$ cat config.mk
export PLATFORM = sky130hd
export DESIGN_NAME = pio_uart_tx
export DESIGN_NICKNAME = d
export VERILOG_FILES = /design/src/rtl/pio_uart_tx.sv
export SDC_FILE = /design/constraint.sdc
export NUM_CORES = 1
export LEC_CHECK = 0
export ABC_AREA = 1
export BUFFER_PORTS_ARGS = -buffer_cell sky130_fd_sc_hd__buf_2
export CAP_MARGIN = 25
export CORE_MARGIN = 2
export CORE_UTILIZATION = 40
export CTS_BUF_LIST = sky130_fd_sc_hd__clkbuf_4
export CTS_CLUSTER_DIAMETER = 50
export DETAILED_ROUTE_END_ITERATION = 10
export MAX_ROUTING_LAYER = met4
export PLACE_DENSITY = 0.65
export SETUP_SLACK_MARGIN = 0.3
export SLEW_MARGIN = 20
export SYNTH_ARGS = -nofsm -noshare
export SYNTH_HDL_FRONTEND = slang
export SYNTH_SLANG_ARGS = --single-unit
$ cat constraint.sdc
create_clock -name clk -period 4.82 [get_ports clk]
set_input_delay 0.482 -clock clk [delete_from_list [all_inputs] [get_ports clk]]
set_output_delay 0.482 -clock clk [all_outputs]
set_load 0.02 [all_outputs]
$ cat src/rtl/pio_uart_tx.sv
// pio_uart_tx: 8N1 UART transmitter (LSB first) fed from a small byte FIFO.
// The bit period is div+1 system clocks. div is latched at each frame start.
module pio_uart_tx #(
    parameter int unsigned DEPTH     = 4,
    parameter int unsigned DIV_WIDTH = 16
) (
    input  logic                 clk,
    input  logic                 reset,
    input  logic [DIV_WIDTH-1:0] div,
    input  logic [7:0]           din,
    input  logic                 push,
    output logic                 full,
    output logic                 empty,
    output logic                 busy,
    output logic                 tx
);
    localparam int unsigned AW = $clog2(DEPTH);

    typedef enum logic [1:0] {StIdle, StStart, StData, StStop} state_e;

    // FIFO storage and pointers; the extra pointer MSB separates full from empty
    logic [7:0]  mem [DEPTH];
    logic [AW:0] wr_ptr_q, wr_ptr_d;
    logic [AW:0] rd_ptr_q, rd_ptr_d;
    logic        full_q, empty_q;
    logic        do_push, do_pop;

    // Frame state
    state_e               state_q, state_d;
    logic [DIV_WIDTH-1:0] timer_q, timer_d;
    logic [DIV_WIDTH-1:0] period_q, period_d;
    logic [8:0]           shreg_q, shreg_d;
    logic [3:0]           bit_cnt_q, bit_cnt_d;
    logic                 tx_q, tx_d;
    logic                 bit_done;

    // A push into a full FIFO is dropped, even if a pop happens on the same edge
    assign do_push  = push & ~full_q;
    assign bit_done = (timer_q == period_q);

    // Pointer advance for accepted pushes and FSM pops
    always_comb begin
        wr_ptr_d = wr_ptr_q;
        rd_ptr_d = rd_ptr_q;
        if (do_push) begin
            wr_ptr_d = wr_ptr_q + {{AW{1'b0}}, 1'b1};
        end
        if (do_pop) begin
            rd_ptr_d = rd_ptr_q + {{AW{1'b0}}, 1'b1};
        end
    end

    // FIFO data write; storage needs no reset
    always_ff @(posedge clk) begin
        if (do_push) begin
            mem[wr_ptr_q[AW-1:0]] <= din;
        end
    end

    // Pointers and flags; flags are registered from the next-state pointers
    always_ff @(posedge clk or posedge reset) begin
        if (reset) begin
            wr_ptr_q <= '0;
            rd_ptr_q <= '0;
            full_q   <= 1'b0;
            empty_q  <= 1'b1;
        end else begin
            wr_ptr_q <= wr_ptr_d;
            rd_ptr_q <= rd_ptr_d;
            full_q   <= (wr_ptr_d[AW] != rd_ptr_d[AW]) &&
                        (wr_ptr_d[AW-1:0] == rd_ptr_d[AW-1:0]);
            empty_q  <= (wr_ptr_d == rd_ptr_d);
        end
    end

    // Next-state logic: bit timing, shifting, frame sequencing and FIFO pops
    always_comb begin
        state_d   = state_q;
        timer_d   = timer_q;
        period_d  = period_q;
        shreg_d   = shreg_q;
        bit_cnt_d = bit_cnt_q;
        do_pop    = 1'b0;
        tx_d      = 1'b1;

        unique case (state_q)
            StIdle: begin
                if (!empty_q) begin
                    do_pop  = 1'b1;
                    state_d = StStart;
                end
            end
            StStart: begin
                if (bit_done) begin
                    timer_d = '0;
                    state_d = StData;
                end else begin
                    timer_d = timer_q + DIV_WIDTH'(1);
                end
            end
            StData: begin
                if (bit_done) begin
                    timer_d   = '0;
                    shreg_d   = {1'b1, shreg_q[8:1]};
                    bit_cnt_d = bit_cnt_q + 4'd1;
                    if (bit_cnt_q == 4'd7) begin
                        state_d = StStop;
                    end
                end else begin
                    timer_d = timer_q + DIV_WIDTH'(1);
                end
            end
            StStop: begin
                if (bit_done) begin
                    timer_d = '0;
                    // Chain straight into the next start bit when more data waits
                    if (!empty_q) begin
                        do_pop  = 1'b1;
                        state_d = StStart;
                    end else begin
                        state_d = StIdle;
                    end
                end else begin
                    timer_d = timer_q + DIV_WIDTH'(1);
                end
            end
            default: state_d = StIdle;
        endcase

        if (do_pop) begin
            shreg_d   = {1'b1, mem[rd_ptr_q[AW-1:0]]};
            period_d  = div;
            timer_d   = '0;
            bit_cnt_d = '0;
        end

        // tx is registered, so it follows the state being entered
        case (state_d)
            StStart: tx_d = 1'b0;
            StData:  tx_d = shreg_d[0];
            default: tx_d = 1'b1;
        endcase
    end

    // Frame state registers; reset forces the line idle-high immediately
    always_ff @(posedge clk or posedge reset) begin
        if (reset) begin
            state_q   <= StIdle;
            timer_q   <= '0;
            period_q  <= '0;
            shreg_q   <= '1;
            bit_cnt_q <= '0;
            tx_q      <= 1'b1;
        end else begin
            state_q   <= state_d;
            timer_q   <= timer_d;
            period_q  <= period_d;
            shreg_q   <= shreg_d;
            bit_cnt_q <= bit_cnt_d;
            tx_q      <= tx_d;
        end
    end

    assign full  = full_q;
    assign empty = empty_q;
    assign busy  = (state_q != StIdle);
    assign tx    = tx_q;

endmodule

# Word-level counts from Yosys, hierarchy flattened
# Memories as Yosys holds them, arrays and structs flattened.
# Cells that the tools add are included.
# W data, S select, Z words.
[word_totals] regBits=56 ram_bits=32 input_bits=27 out_inout_bits=4 elab_cells=60 memories=1
[op_classes] addsub=4 n_eq_ne=10 mux=24 bitwise_logic=2 reduce_logical=8
[memory_table] memory="mem" depth=4 word_bits=8 read_ports=1 rd_clocked_by_memory_dff=0 wr=1 line="22" rtl="logic [7:0] mem [DEPTH];"
[ops] cell="$mux W16" n=3
[ops] cell="$mux W9" n=3
[ops] cell="$add A16 B1 Y16 const B" n=1
[ops] cell="$eq A16 B16 Y1" n=1
[ops] cell="$mux W4" n=3
[ops] cell="$mux W2" n=5
[ops] cell="$pmux W2 S4" n=1
[ops] cell="$reduce_bool A2 Y1" n=4
[ops] cell="$add A3 B1 Y3 const B" n=2
[ops] cell="$eq A2 B2 Y1 const B" n=3
[ops] cell="$mux W3" n=2
[ops] cell="$mux W1" n=5
[ops] cell="$add A4 B1 Y4 const B" n=1
[ops] cell="$eq A2 B1 Y1 const B" n=2
[ops] cell="$eq A4 B3 Y1 const B" n=1
[ops] cell="$pmux W1 S2" n=2
[ops] cell="$eq A3 B3 Y1" n=1
[ops] cell="$reduce_or A3 Y1" n=1
[ops] cell="$eq A2 B2 Y1" n=1
[ops] cell="$logic_not A2 Y1" n=1
[ops] cell="$reduce_and A2 Y1" n=1
[ops] cell="$and A1 B1 Y1" n=1
[ops] cell="$logic_and A1 B1 Y1" n=1
[ops] cell="$ne A1 B1 Y1" n=1
[ops] cell="$not A1 Y1" n=1

# Logic depth before layout (Yosys ltp)
[logic_depth] word_depth=6 ltp_mapped=16 ltp_nobuf=15

# Worst setup path after synthesis
# OpenSTA, ideal clock, no wires.
[synth_timing] path_kind="register -> register" startpoint="reg state_q[0]" endpoint="reg timer_q[13]" t_arrival_ns=1.782 t_required_ns=4.697 path_slack_ns=2.915 stages_incl_launch_ff=11 n_path_buf=0 synth_period_minus_slack_ns=1.905 path_cell_list="dfrtp_1 -> inv_1 -> ha_1 -> nor2_4 -> nor2_1 -> nor2_1 -> nand2_1 -> nor2_1 -> nand4_1 -> o22ai_1 -> a21oi_1"
[synth_between] elab_chain_cells=3 elab_cells_between_ends=8 cone_classes="3 x eq/ne; 2 x mux; 3 x reduce/logical"
[synth_lines] element="start: declaration" line="29" rtl="state_e state_q, state_d;"
[synth_lines] element="start signal: assignment" line="148" rtl="state_q <= StIdle;"
[synth_lines] element="start signal: assignment" line="155" rtl="state_q <= state_d;"
[synth_lines] element="$eq A2 B2 Y1, or another cell as far along" line="86" rtl="unique case (state_q)"
[synth_lines] element="$pmux W1 S2 / $reduce_or A3 Y1 (equally long branches)"
[synth_lines] element="$mux W16 / $reduce_bool A2 Y1 (equally long branches)"
[synth_lines] element="end signal: assignment" line="156" rtl="timer_q <= timer_d;"
[synth_lines] element="end: declaration" line="30" rtl="logic [DIV_WIDTH-1:0] timer_q, timer_d;"
# Parallel ways exist; a longest one is shown, timed or not.
# A chain may end at the register's enable or synchronous reset.

# Final worst setup path
# Ends and elaborated chain as after synthesis.

==> summary.txt <==
Synthesis
  • Library cells used by synthesis: 35
  • Area leader, netlist: dfrtp_1
  • Most common library cells after synthesis: 134 x nand2_1, 63 x inv_1, 47 x nor2_1
  • Cell count after synthesis: a little under 500
  • EDFF count, synth: 32
  • Dominant cells by area after synthesis: dfrtp_1 26%, edfxtp_1 22%, nand2_1 12%
  • Part of the Yosys area used for sequential elements: 0.5527
  • Ys flop type: dfrtp_1
  • Avg Inst Size Synth: 8.685 sq um
  • Fraction of registers with async set/reset: 0.6364
  • Syn Nets: 534
  • Count leader, synth: nand2_1
  • YS warnings: 0
  • Yosys top cell area share: 0.2619
  • Synth Register Bits: 88
  • Mapped Area: 0.004299 sq mm

Place
  • Gp weighted congestion: 0.8783
  • Placed cells: approximately 650
  • Post-Place Worst Slack: about 2.6 ns
  • I/O Buffers: 30
  • Post-DP HPWL: around 6 mm

Power
  • Max IR drop VDD: 0.2635 mV
  • Share of total power in the clock network: 0.170
  • Leakage power: 2.172 nW
  • Net Sw Power: about 0.001 W
  • Power Total: between 0.002 and 0.0025 W
  • Sw Ratio: 0.4171
  • Int Power: approximately 0.0014 W
  • PwrDens: 519.5 mW/mm^2
  • Sequential power share: 0.475
  • Combinational power share: 0.355

Clocking
  • Post_cts resized: 0
  • CTS clk-pin slew, worst paths: around 0.16 ns
  • CTS Buf Count: 9
  • Clock Latency Late Sink: 0.48 ns
  • CTS tree: done
  • Clock Root Buffer: clkbuf_4
  • CTS Sinks: 88
  • Max clock buf depth: 2
  • Setup Fix Bufs, Post-CTS: 0
  • Cts hold-fix bufs: 0
  • Htree depth: 3

Drt
  • Final Routed Wirelength: between 8 and 9 mm
  • Vias per inst: a little under 5
  • Drc violations: 0
  • TritonRoute pass-1 iters: 5
  • Iteration-0 DRC Markers: between 200 and 250
  • Drt wl/cell: 12.81 um
  • Via count: around 3,300
  • Remaining antenna violation count after routing: 0

GRT
  • First-pass GRT wire length: around 14 mm
  • Initial antenna violation count: 0
  • Gr ovfl total: 0
  • GRT Total Usage: 0.1639
  • Vias in the first global route: between 3,000 and 4,000
  • Pin count of the biggest net entering global routing: 57

Critical path
  • Crit. End Element: register
  • Critical Path End: timer_q[13]
  • CP top delay family: simple AND/OR/NAND/NOR gates
  • WP buf/inv: 1
  • Worst path arrival time: ~2.7 ns
  • Most used cell, CP: nor2_1
  • Worst R2R End: timer_q[13]
  • CP Data Required Time: roughly 5.2 ns
  • Critical Path Start Type: register
  • Crit-path cells: inv_1, ha_1, nor2_4, nor2_1, nor2_1, nand2_1, nor2_1, nand4_1, o22ai_1, a21oi_1
  • Flop2flop setup slack: 2.54 ns
  • Reg2reg start: state_q[0]
  • Slowest CP cell: dfrtp_1
  • Max stage delay on crit path: 0.42 ns
  • Crit Path Category: register to register
  • CP Max Fanout: 9
  • CP Depth: 10
  • Worst setup path startpoint: state_q[0]
  • R2R depth: 10

Floorplan
  • FP Rows: 37
  • Initial core utilization: 0.4146
  • I/O Pins: 31
  • Die width: around 110 um
  • Core ar.: ~0.010 sq mm
  • Die height: 107.7 um
  • Die area: between 0.01 and 0.015 sq mm

Timing
  • Setup TNS: 0 ns
  • Fmax: about 0.44 GHz
  • Period Utilization, post-route: 0.4722
  • Slew Limit Fails: 0
  • Slew margin rel.: 0.3711
  • Min Clock Period, post-route: around 2.3 ns
  • Final Hold Viols: 0
  • RSZ-0062 raised after global routing: false
  • Final setup vio count: 0
  • Worst slew pin tran: about 0.94 ns
  • Setup ws final: between 2 and 3 ns
  • Worst-case clock skew: about 0.021 ns
  • Final hold slack: between 0.15 and 0.2 ns

Hold path
  • HP Class: input port to async pin

Cells and area
  • N_diodes: 0
  • Area delta synth->final: 9.371%
  • Final net count: about 570
  • Fin cells: about 670
  • Share of cells above drive strength 1: 0.1450

Job
  • Max Cap Viol: 0

Outcome
  • Status: finished, final reports clean
==> through the flow <==
| step | utilization | instance area [sq um] |
|---|---|---|
| final | 0.4534 | 4702 |
| after global routing | 0.4534 | 4702 |
| after CTS | 0.4534 | 4702 |
| after detailed placement | 0.4405 | 4568 |
| after global placement | 0.4405 | 4568 |
| after floorplan | - | 4299 |
==> cells in the final DEF (no fill, tap or decap), types with 8 or more instances in the layout <==
cell and instances:
inv_1 62, dfrtp_1 45, nand3_1 37, dfstp_2 11, nor3_1 9, clkbuf_4 9, buf_2 30, ha_1 12
nor2_1 47, edfxtp_1 32, nand2_1 134, a21oi_1 15, xor2_1 8, o21ai_0 37
==> state kept, by name (all words and copies together) (netlist names) <==
register   flops
tx             1
shreg_q        9
bit_cnt_q      4
full           1
timer_q       16
wr_ptr_q       3
empty          1
state_q        2
mem           32
rd_ptr_q       3
period_q      16
==> kinds of logic after synthesis <==
family | Yosys count | synth area share
simple gates | 247 | 0.2474
flops | 88 | 0.5527
buf+inv | 81 | 0.07596
compound gates | 57 | 0.06869
fa+ha+maj | 12 | 0.03492
xor+xnor | 10 | 0.02037
==> power by group through the flow <==
stage / Clock (W) / Combinational [W] / Sequential, W
final: 0.000416 / 0.000867 / 0.00116
after global routing: 0.000453 / 0.00102 / 0.00119
after floorplan: 0 / 0.000710 / 0.00112
after CTS: 0.000433 / 0.000879 / 0.00116
after detailed placement: 0 / 0.000875 / 0.00117
after global placement: 0 / 0.000844 / 0.00117
==> worst min path at each step <==
| stage | end | depth (start not counted) | slack [ns] | from |
|---|---|---|---|---|
| 2_1_floorplan | shreg_q[1] | 2 | 0.46 | shreg_q[1] |
| 3_3_place_gp | shreg_q[3] | 2 | 0.47 | shreg_q[3] |
| 3_5_place_dp | shreg_q[3] | 2 | 0.48 | shreg_q[3] |
| 4_1_cts | rd_ptr_q[0] | 3 | 0.17 | reset |
| 5_1_grt | mem[3][2] | 1 | 0.18 | din[2] |
| 6_report | state_q[1] | 3 | 0.17 | reset |
==> worst min-delay path, cell delays in order <==
cell and delay (ns):
buf_2 0.10, inv_2 0.03, buf_4 0.54
==> per-layer routing <==
layer  share of wire  global-route usage
met3           0.044             0.04056
met2            0.48              0.2637
met5               0                   -
met1            0.46              0.1953
met4           0.018             0.07326
==> final cells by class <==
type	instances	area [sq um]
Tap cell	136	170.2
Multi-Input combinational cell	326	1597
Inverter	70	267.8
Sequential cell	88	2376
Clock inverter	7	66.31
Timing Repair Buffer	31	157.7
Fill cell	1030	5668
Clock buffer	9	67.56
Note: power is estimated with default switching activity, not from simulation.
